===== src/rtl/id_stage_pipe.sv =====
// rtl/id_stage_pipe.sv - registered MIPS ID stage: decode, load-use hazard, flush, J resolve
// Optional DECODE_PERF_CNT_EN adds saturating stall_cnt / flush_cnt outputs.
module id_stage_pipe #(
   parameter int DATA_W    = 32,
   parameter int REG_AW    = 5,
   parameter int ALUCODE_W = 5,
   parameter int CNT_W     = 16
) (
   input  logic                 clk,
   input  logic                 rst_n,
   input  logic                 if_valid,
   input  logic [31:0]          if_instr,
   input  logic [DATA_W-1:0]    if_pc4,
   input  logic                 ex_flush,
   output logic                 stall_o,
   output logic                 jump_o,
   output logic [DATA_W-1:0]    jump_target,
   output logic                 ex_valid,
   output logic                 ex_MemtoReg,
   output logic                 ex_RegWrite,
   output logic                 ex_MemWrite,
   output logic                 ex_MemRead,
   output logic                 ex_ALUSrcA,
   output logic                 ex_ALUSrcB,
   output logic                 ex_RegDst,
   output logic                 ex_JR,
   output logic [ALUCODE_W-1:0] ex_ALUCode,
   output logic [REG_AW-1:0]    ex_rs,
   output logic [REG_AW-1:0]    ex_rt,
   output logic [REG_AW-1:0]    ex_rd,
   output logic [4:0]           ex_shamt,
   output logic [DATA_W-1:0]    ex_imm,
   output logic [DATA_W-1:0]    ex_pc4
`ifdef DECODE_PERF_CNT_EN
   ,
   output logic [CNT_W-1:0]     stall_cnt,
   output logic [CNT_W-1:0]     flush_cnt
`endif
);

   localparam logic [5:0] OP_R = 6'h00, OP_REGIMM = 6'h01, OP_J = 6'h02, OP_BEQ = 6'h04,
                          OP_BNE = 6'h05, OP_BLEZ = 6'h06, OP_BGTZ = 6'h07, OP_ADDI = 6'h08,
                          OP_SLTI = 6'h0a, OP_SLTIU = 6'h0b, OP_ANDI = 6'h0c, OP_ORI = 6'h0d,
                          OP_XORI = 6'h0e, OP_LW = 6'h23, OP_SW = 6'h2b;

   typedef struct packed {
      logic                 valid;
      logic                 m2r;
      logic                 rw;
      logic                 mw;
      logic                 mr;
      logic                 srca;
      logic                 srcb;
      logic                 rdst;
      logic                 jr;
      logic [ALUCODE_W-1:0] code;
      logic [REG_AW-1:0]    rs;
      logic [REG_AW-1:0]    rt;
      logic [REG_AW-1:0]    rd;
      logic [4:0]           shamt;
      logic [DATA_W-1:0]    imm;
      logic [DATA_W-1:0]    pc4;
   } idex_t;

   idex_t idex_d, idex_q;

   logic [5:0] op, funct;
   logic [4:0] rs_f, rt_f;
   logic d_ok, d_m2r, d_rw, d_mw, d_mr, d_srca, d_srcb, d_rdst, d_jr, d_isj, d_uses_rt, d_zext;
   logic [ALUCODE_W-1:0] d_code;
   logic hz, issue;

   assign op    = if_instr[31:26];
   assign rs_f  = if_instr[25:21];
   assign rt_f  = if_instr[20:16];
   assign funct = if_instr[5:0];

   always_comb begin
      d_ok = 1'b1; d_m2r = 1'b0; d_rw = 1'b0; d_mw = 1'b0; d_mr = 1'b0; d_srca = 1'b0;
      d_srcb = 1'b0; d_rdst = 1'b0; d_jr = 1'b0; d_isj = 1'b0; d_uses_rt = 1'b0; d_zext = 1'b0;
      d_code = ALUCODE_W'(0);
      case (op)
         OP_R: begin
            d_uses_rt = 1'b1;
            d_rdst    = 1'b1;
            d_rw      = 1'b1;
            case (funct)
               6'h20: d_code = ALUCODE_W'(0);
               6'h22: d_code = ALUCODE_W'(5);
               6'h24: d_code = ALUCODE_W'(1);
               6'h25: d_code = ALUCODE_W'(3);
               6'h26: d_code = ALUCODE_W'(2);
               6'h27: d_code = ALUCODE_W'(4);
               6'h2a: d_code = ALUCODE_W'(18);
               6'h2b: d_code = ALUCODE_W'(19);
               6'h00: begin d_code = ALUCODE_W'(15); d_srca = 1'b1; end
               6'h02: begin d_code = ALUCODE_W'(16); d_srca = 1'b1; end
               6'h03: begin d_code = ALUCODE_W'(17); d_srca = 1'b1; end
               6'h08: begin d_jr = 1'b1; d_rw = 1'b0; end
               default: d_ok = 1'b0;
            endcase
         end
         OP_ADDI:  begin d_rw = 1'b1; d_srcb = 1'b1; end
         OP_SLTI:  begin d_rw = 1'b1; d_srcb = 1'b1; d_code = ALUCODE_W'(18); end
         OP_SLTIU: begin d_rw = 1'b1; d_srcb = 1'b1; d_code = ALUCODE_W'(19); end
         OP_ANDI:  begin d_rw = 1'b1; d_srcb = 1'b1; d_zext = 1'b1; d_code = ALUCODE_W'(6); end
         OP_XORI:  begin d_rw = 1'b1; d_srcb = 1'b1; d_zext = 1'b1; d_code = ALUCODE_W'(7); end
         OP_ORI:   begin d_rw = 1'b1; d_srcb = 1'b1; d_zext = 1'b1; d_code = ALUCODE_W'(8); end
         OP_LW:    begin d_rw = 1'b1; d_srcb = 1'b1; d_mr = 1'b1; d_m2r = 1'b1; end
         OP_SW:    begin d_mw = 1'b1; d_srcb = 1'b1; d_uses_rt = 1'b1; end
         OP_BEQ:   begin d_code = ALUCODE_W'(9);  d_uses_rt = 1'b1; end
         OP_BNE:   begin d_code = ALUCODE_W'(10); d_uses_rt = 1'b1; end
         OP_BLEZ:  d_code = ALUCODE_W'(13);
         OP_BGTZ:  d_code = ALUCODE_W'(12);
         OP_REGIMM: begin
            case (rt_f)
               5'd1:    d_code = ALUCODE_W'(11);
               5'd0:    d_code = ALUCODE_W'(14);
               default: d_ok = 1'b0;
            endcase
         end
         OP_J:     begin d_isj = 1'b1; d_ok = 1'b0; end
         default:  d_ok = 1'b0;
      endcase
   end

   // Load-use: the load in EX cannot forward to an ID consumer in time.
   assign hz = idex_q.valid & idex_q.mr & (idex_q.rt != '0) & if_valid &
               ((idex_q.rt == REG_AW'(rs_f)) | (d_uses_rt & (idex_q.rt == REG_AW'(rt_f))));

   assign stall_o     = hz & ~ex_flush;
   assign jump_o      = if_valid & d_isj & ~hz & ~ex_flush;
   assign jump_target = {if_pc4[DATA_W-1:28], if_instr[25:0], 2'b00};
   assign issue       = if_valid & ~ex_flush & ~hz & d_ok;

   always_comb begin
      idex_d       = '0;
      idex_d.valid = issue;
      idex_d.m2r   = d_m2r;
      idex_d.rw    = issue & d_rw;
      idex_d.mw    = issue & d_mw;
      idex_d.mr    = issue & d_mr;
      idex_d.srca  = d_srca;
      idex_d.srcb  = d_srcb;
      idex_d.rdst  = d_rdst;
      idex_d.jr    = issue & d_jr;
      idex_d.code  = d_code;
      idex_d.rs    = REG_AW'(rs_f);
      idex_d.rt    = REG_AW'(rt_f);
      idex_d.rd    = REG_AW'(if_instr[15:11]);
      idex_d.shamt = if_instr[10:6];
      idex_d.imm   = d_zext ? {{(DATA_W-16){1'b0}}, if_instr[15:0]}
                            : {{(DATA_W-16){if_instr[15]}}, if_instr[15:0]};
      idex_d.pc4   = if_pc4;
   end

   always_ff @(posedge clk) begin
      if (!rst_n) idex_q <= '0;
      else        idex_q <= idex_d;
   end

   assign ex_valid    = idex_q.valid;
   assign ex_MemtoReg = idex_q.m2r;
   assign ex_RegWrite = idex_q.rw;
   assign ex_MemWrite = idex_q.mw;
   assign ex_MemRead  = idex_q.mr;
   assign ex_ALUSrcA  = idex_q.srca;
   assign ex_ALUSrcB  = idex_q.srcb;
   assign ex_RegDst   = idex_q.rdst;
   assign ex_JR       = idex_q.jr;
   assign ex_ALUCode  = idex_q.code;
   assign ex_rs       = idex_q.rs;
   assign ex_rt       = idex_q.rt;
   assign ex_rd       = idex_q.rd;
   assign ex_shamt    = idex_q.shamt;
   assign ex_imm      = idex_q.imm;
   assign ex_pc4      = idex_q.pc4;

`ifdef DECODE_PERF_CNT_EN
   logic [CNT_W-1:0] stall_cnt_q, flush_cnt_q;

   always_ff @(posedge clk) begin
      if (!rst_n) begin
         stall_cnt_q <= '0;
         flush_cnt_q <= '0;
      end else begin
         if (stall_o && !(&stall_cnt_q))  stall_cnt_q <= stall_cnt_q + CNT_W'(1);
         if (ex_flush && !(&flush_cnt_q)) flush_cnt_q <= flush_cnt_q + CNT_W'(1);
      end
   end

   assign stall_cnt = stall_cnt_q;
   assign flush_cnt = flush_cnt_q;
`else
   logic unused_cnt_w;
   assign unused_cnt_w = (CNT_W > 0);
`endif

endmodule


===== config.mk =====
export PLATFORM = sky130hd
export DESIGN_NAME = id_stage_pipe
export DESIGN_NICKNAME = d
export VERILOG_FILES = /design/src/rtl/id_stage_pipe.sv
export SDC_FILE = /design/constraint.sdc
export NUM_CORES = 1
export LEC_CHECK = 0
export CAP_MARGIN = 20
export CORE_MARGIN = 10
export CORE_UTILIZATION = 45
export CTS_CLUSTER_SIZE = 30
export DETAILED_ROUTE_END_ITERATION = 10
export DONT_BUFFER_PORTS = 1
export SETUP_SLACK_MARGIN = 0.02
export SLEW_MARGIN = 30
export SYNTH_ARGS = -nofsm -noshare
export SYNTH_HDL_FRONTEND = slang
export SYNTH_SLANG_ARGS = --single-unit

===== constraint.sdc =====
create_clock -name clk -period 2.69 [get_ports clk]
set_input_delay 0.538 -clock clk [delete_from_list [all_inputs] [get_ports clk]]
set_output_delay 0.538 -clock clk [all_outputs]
set_load 0.03 [all_outputs]

==> impl_metrics.toml <==
[routing]
first_pass_iters = 4
antenna_left = 0
drc = 0
first_iter_violations = 41
via_count = 1924
routed_wirelength_mm = 7.521
routed_via_density = 5.257
wire_per_inst_um = 20.55

[sta]
maxSlewHeadroom_pct = 55.88
post-route-period-util_pct = 91.30
fin_ws_ps = 233.9
finalSetupTns_ps = 0
tightest_slew_ps = 660.9
fmax_ghz = 0.4072
rsz0062_at_grt = "no"
finalSetupViolCount = 0
slew_violations = 0
finClkSkew_ps = 7.709
fin_crit_ps = 2456
final_hold_viol_count = 0

[floorplan]
die_w_um = 102.8
core-area_um2 = 6719
die_h_um = 102.8
core.rowCount = 30
initial_core_util_pct = 45.92
die_area_um2 = 10570
io_pins = 200

[setup_path]
worstSetupEndpointType = "output port"
timing.rr.start = "ex_rt[0]"
crit_family = "simple AND/OR/NAND/NOR gates"
critical_path_arrival_ps = 1920
critPathMaxStageDelay_ps = 360
critPathLaunch = "ex_rt[0]"
worstPathRequired_ps = 2150
crit_path_start_kind = "register"
worst-setup-path-type = "reg -> out"
cp_slowest_cell = "dfxtp_1"
worst-path-buf-inv = 1
cp_cell_sequence = "nor3_1, a21oi_1, o2111a_1, nor4b_4, and3_1, buf_4"
path_max_fanout = 4

[grt]
grt_pass1_vias = 1850
overflow = 0
globalRouteTotalUtil_pct = 13.72
grt_max_degree = 62
grt_pass1_wl_mm = 10.89
antenna_found_initial = 0

[place]
place_area_um2 = 2770
pre_cts_ws_ps = -38.40
place.port_buffers = 0
gp_congestion = 0.8068
dpl.hpwl_mm = 5.907

[logic_synthesis]
async_flop_share_pct = 0
synth_edf_count = 0
synthFlopType = "dfxtp_1"
syn_inst = 331
avgSynthCellArea_um2 = 9.322
netlist_area_um2 = 3085
yosys_register_bits = 73
ys_seq_area_share_pct = 47.36
ys_types = 42
yosysWarnings = 0

[power]
p_leak_nw = 1.228
ir_drop_mv = 0.1935
power_density_nw_per_um2 = 740.7
finalPower_w = 0.002216

[finish]
num-nets-final = 349
drive_gt1_share_pct = 11.54
final_common_cell = "dfxtp_1"
fin_area_um2 = 2992
antenna_cells = 0
mostFrequentLayoutCells = "72 x dfxtp_1, 57 x and2_1, 18 x nor2_1"
postLayoutCoreUtil_pct = 44.53
syn_to_final_growth_pct = -3.041

[clocking]
cts-hold-fix-buffers = 0
cts_made_buffers = 9
clk_latency_ps = 340
ctsHtreeMaxLevel = 3
clock_sinks = 73
cts_tree = "yes"
cts.path.max_buffers = 2
cts_root_buffer = "clkbuf_8"
clk_pin_slew_ps = 80

[hold_path]
hp-class = "in -> reg"
min_from = "if_instr[30]"

[run_status]
outcome = "completed"

[flow_run]
maxCapViolCount = 0
kinds of logic (layout without fill, tap and decap cells):
family	after synthesis	after routing	share of synthesized area, %
other cells	1	2	0.1215
compound gates	34	34	7.300
xor+xnor	12	12	3.406
flops	73	73	47.36
simple gates	130	130	24.53
buf+inv	81	35	17.27
cell type report:
type	count	area, um2
Clock buffer	12	166.4
Fill cell	637	3727
Sequential cell	73	1465
Timing Repair Buffer	11	95.09
Multi-Input combinational cell	178	1110
Tap cell	80	100.1
Clock inverter	4	25.02
Inverter	8	30.03
state kept, by name, summed over array words and instances (netlist names):
signal       cells
ex_RegDst        1
ex_MemtoReg      1
ex_rs            5
ex_ALUCode       5
ex_shamt         4
ex_rt            5
ex_valid         1
ex_ALUSrcA       1
ex_pc4          32
ex_JR            1
ex_ALUSrcB       1
ex_MemWrite      1
ex_rd            5
ex_RegWrite      1
ex_imm           8
ex_MemRead       1
what timing repair did:
action                                  in CTS  in global routing
gates resized for setup                      1                  1
endpoints found under the setup margin       1                  1
setup buffers                                0                  2
cloned                                       0                  0
pin swaps                                    0                  1
worst reg2reg max path, stage by stage (launching register included):
cell and delay, ps:
dfxtp_1 360, nor3_1 200, a21oi_1 100, o2111a_1 190
nor4b_4 360, buf_4 170, nor3b_1 190
synthesized netlist by cell type, types with 6 or more instances:
master    count  area [um2]
nand3_1       7       35.03
buf_4        57       427.9
nand2_1       6       22.52
and2_1       57       356.6
inv_1         8       30.03
nor3_1        9       45.04
dfxtp_1      73        1461
a21oi_1      10       50.05
clkbuf_1     14       52.55
o21ai_0       8       40.04
xor2_1       11       96.34
nor2_1       18       67.56
nand2b_1      7       43.79
where the power goes:
group	leakage [nW]	total, W	internal (W)	switching, W
clock	0.0935	0.000800	0.000413	0.000387
sequential	0.605	0.00126	0.00113	0.000134
combinational	0.530	0.000153	0.0000657	0.0000873
total	1.23	0.00222	0.00161	0.000608
path summary, 6_finish.rpt:
| kind | endpoint | slack (ps) | depth (start not counted) |
|---|---|---|---|
| hold / removal | ex_MemtoReg | 290 | 1 |
| setup reg to reg | ex_valid | 1020 | 6 |
| setup / recovery | jump_o | 230 | 6 |
| hold reg to reg | ex_MemRead | 1050 | 5 |
layer usage:
layer  vias up  share of wire, %  track usage (%)
met3         9                12            6.300
met1       872                37            14.26
met5         -                 0                0
met4         0               1.3            5.882
met2       119                49            23.41
li1        924                 -                -
through the flow:
stage,hold slack [ps],instances
final,290.5,366
after global routing,260.1,366
after CTS,261.8,364
after detailed placement,639.8,348
after global placement,651.6,348
after floorplan,653.3,332
No activity file was read; power rests on OpenSTA's default activity.
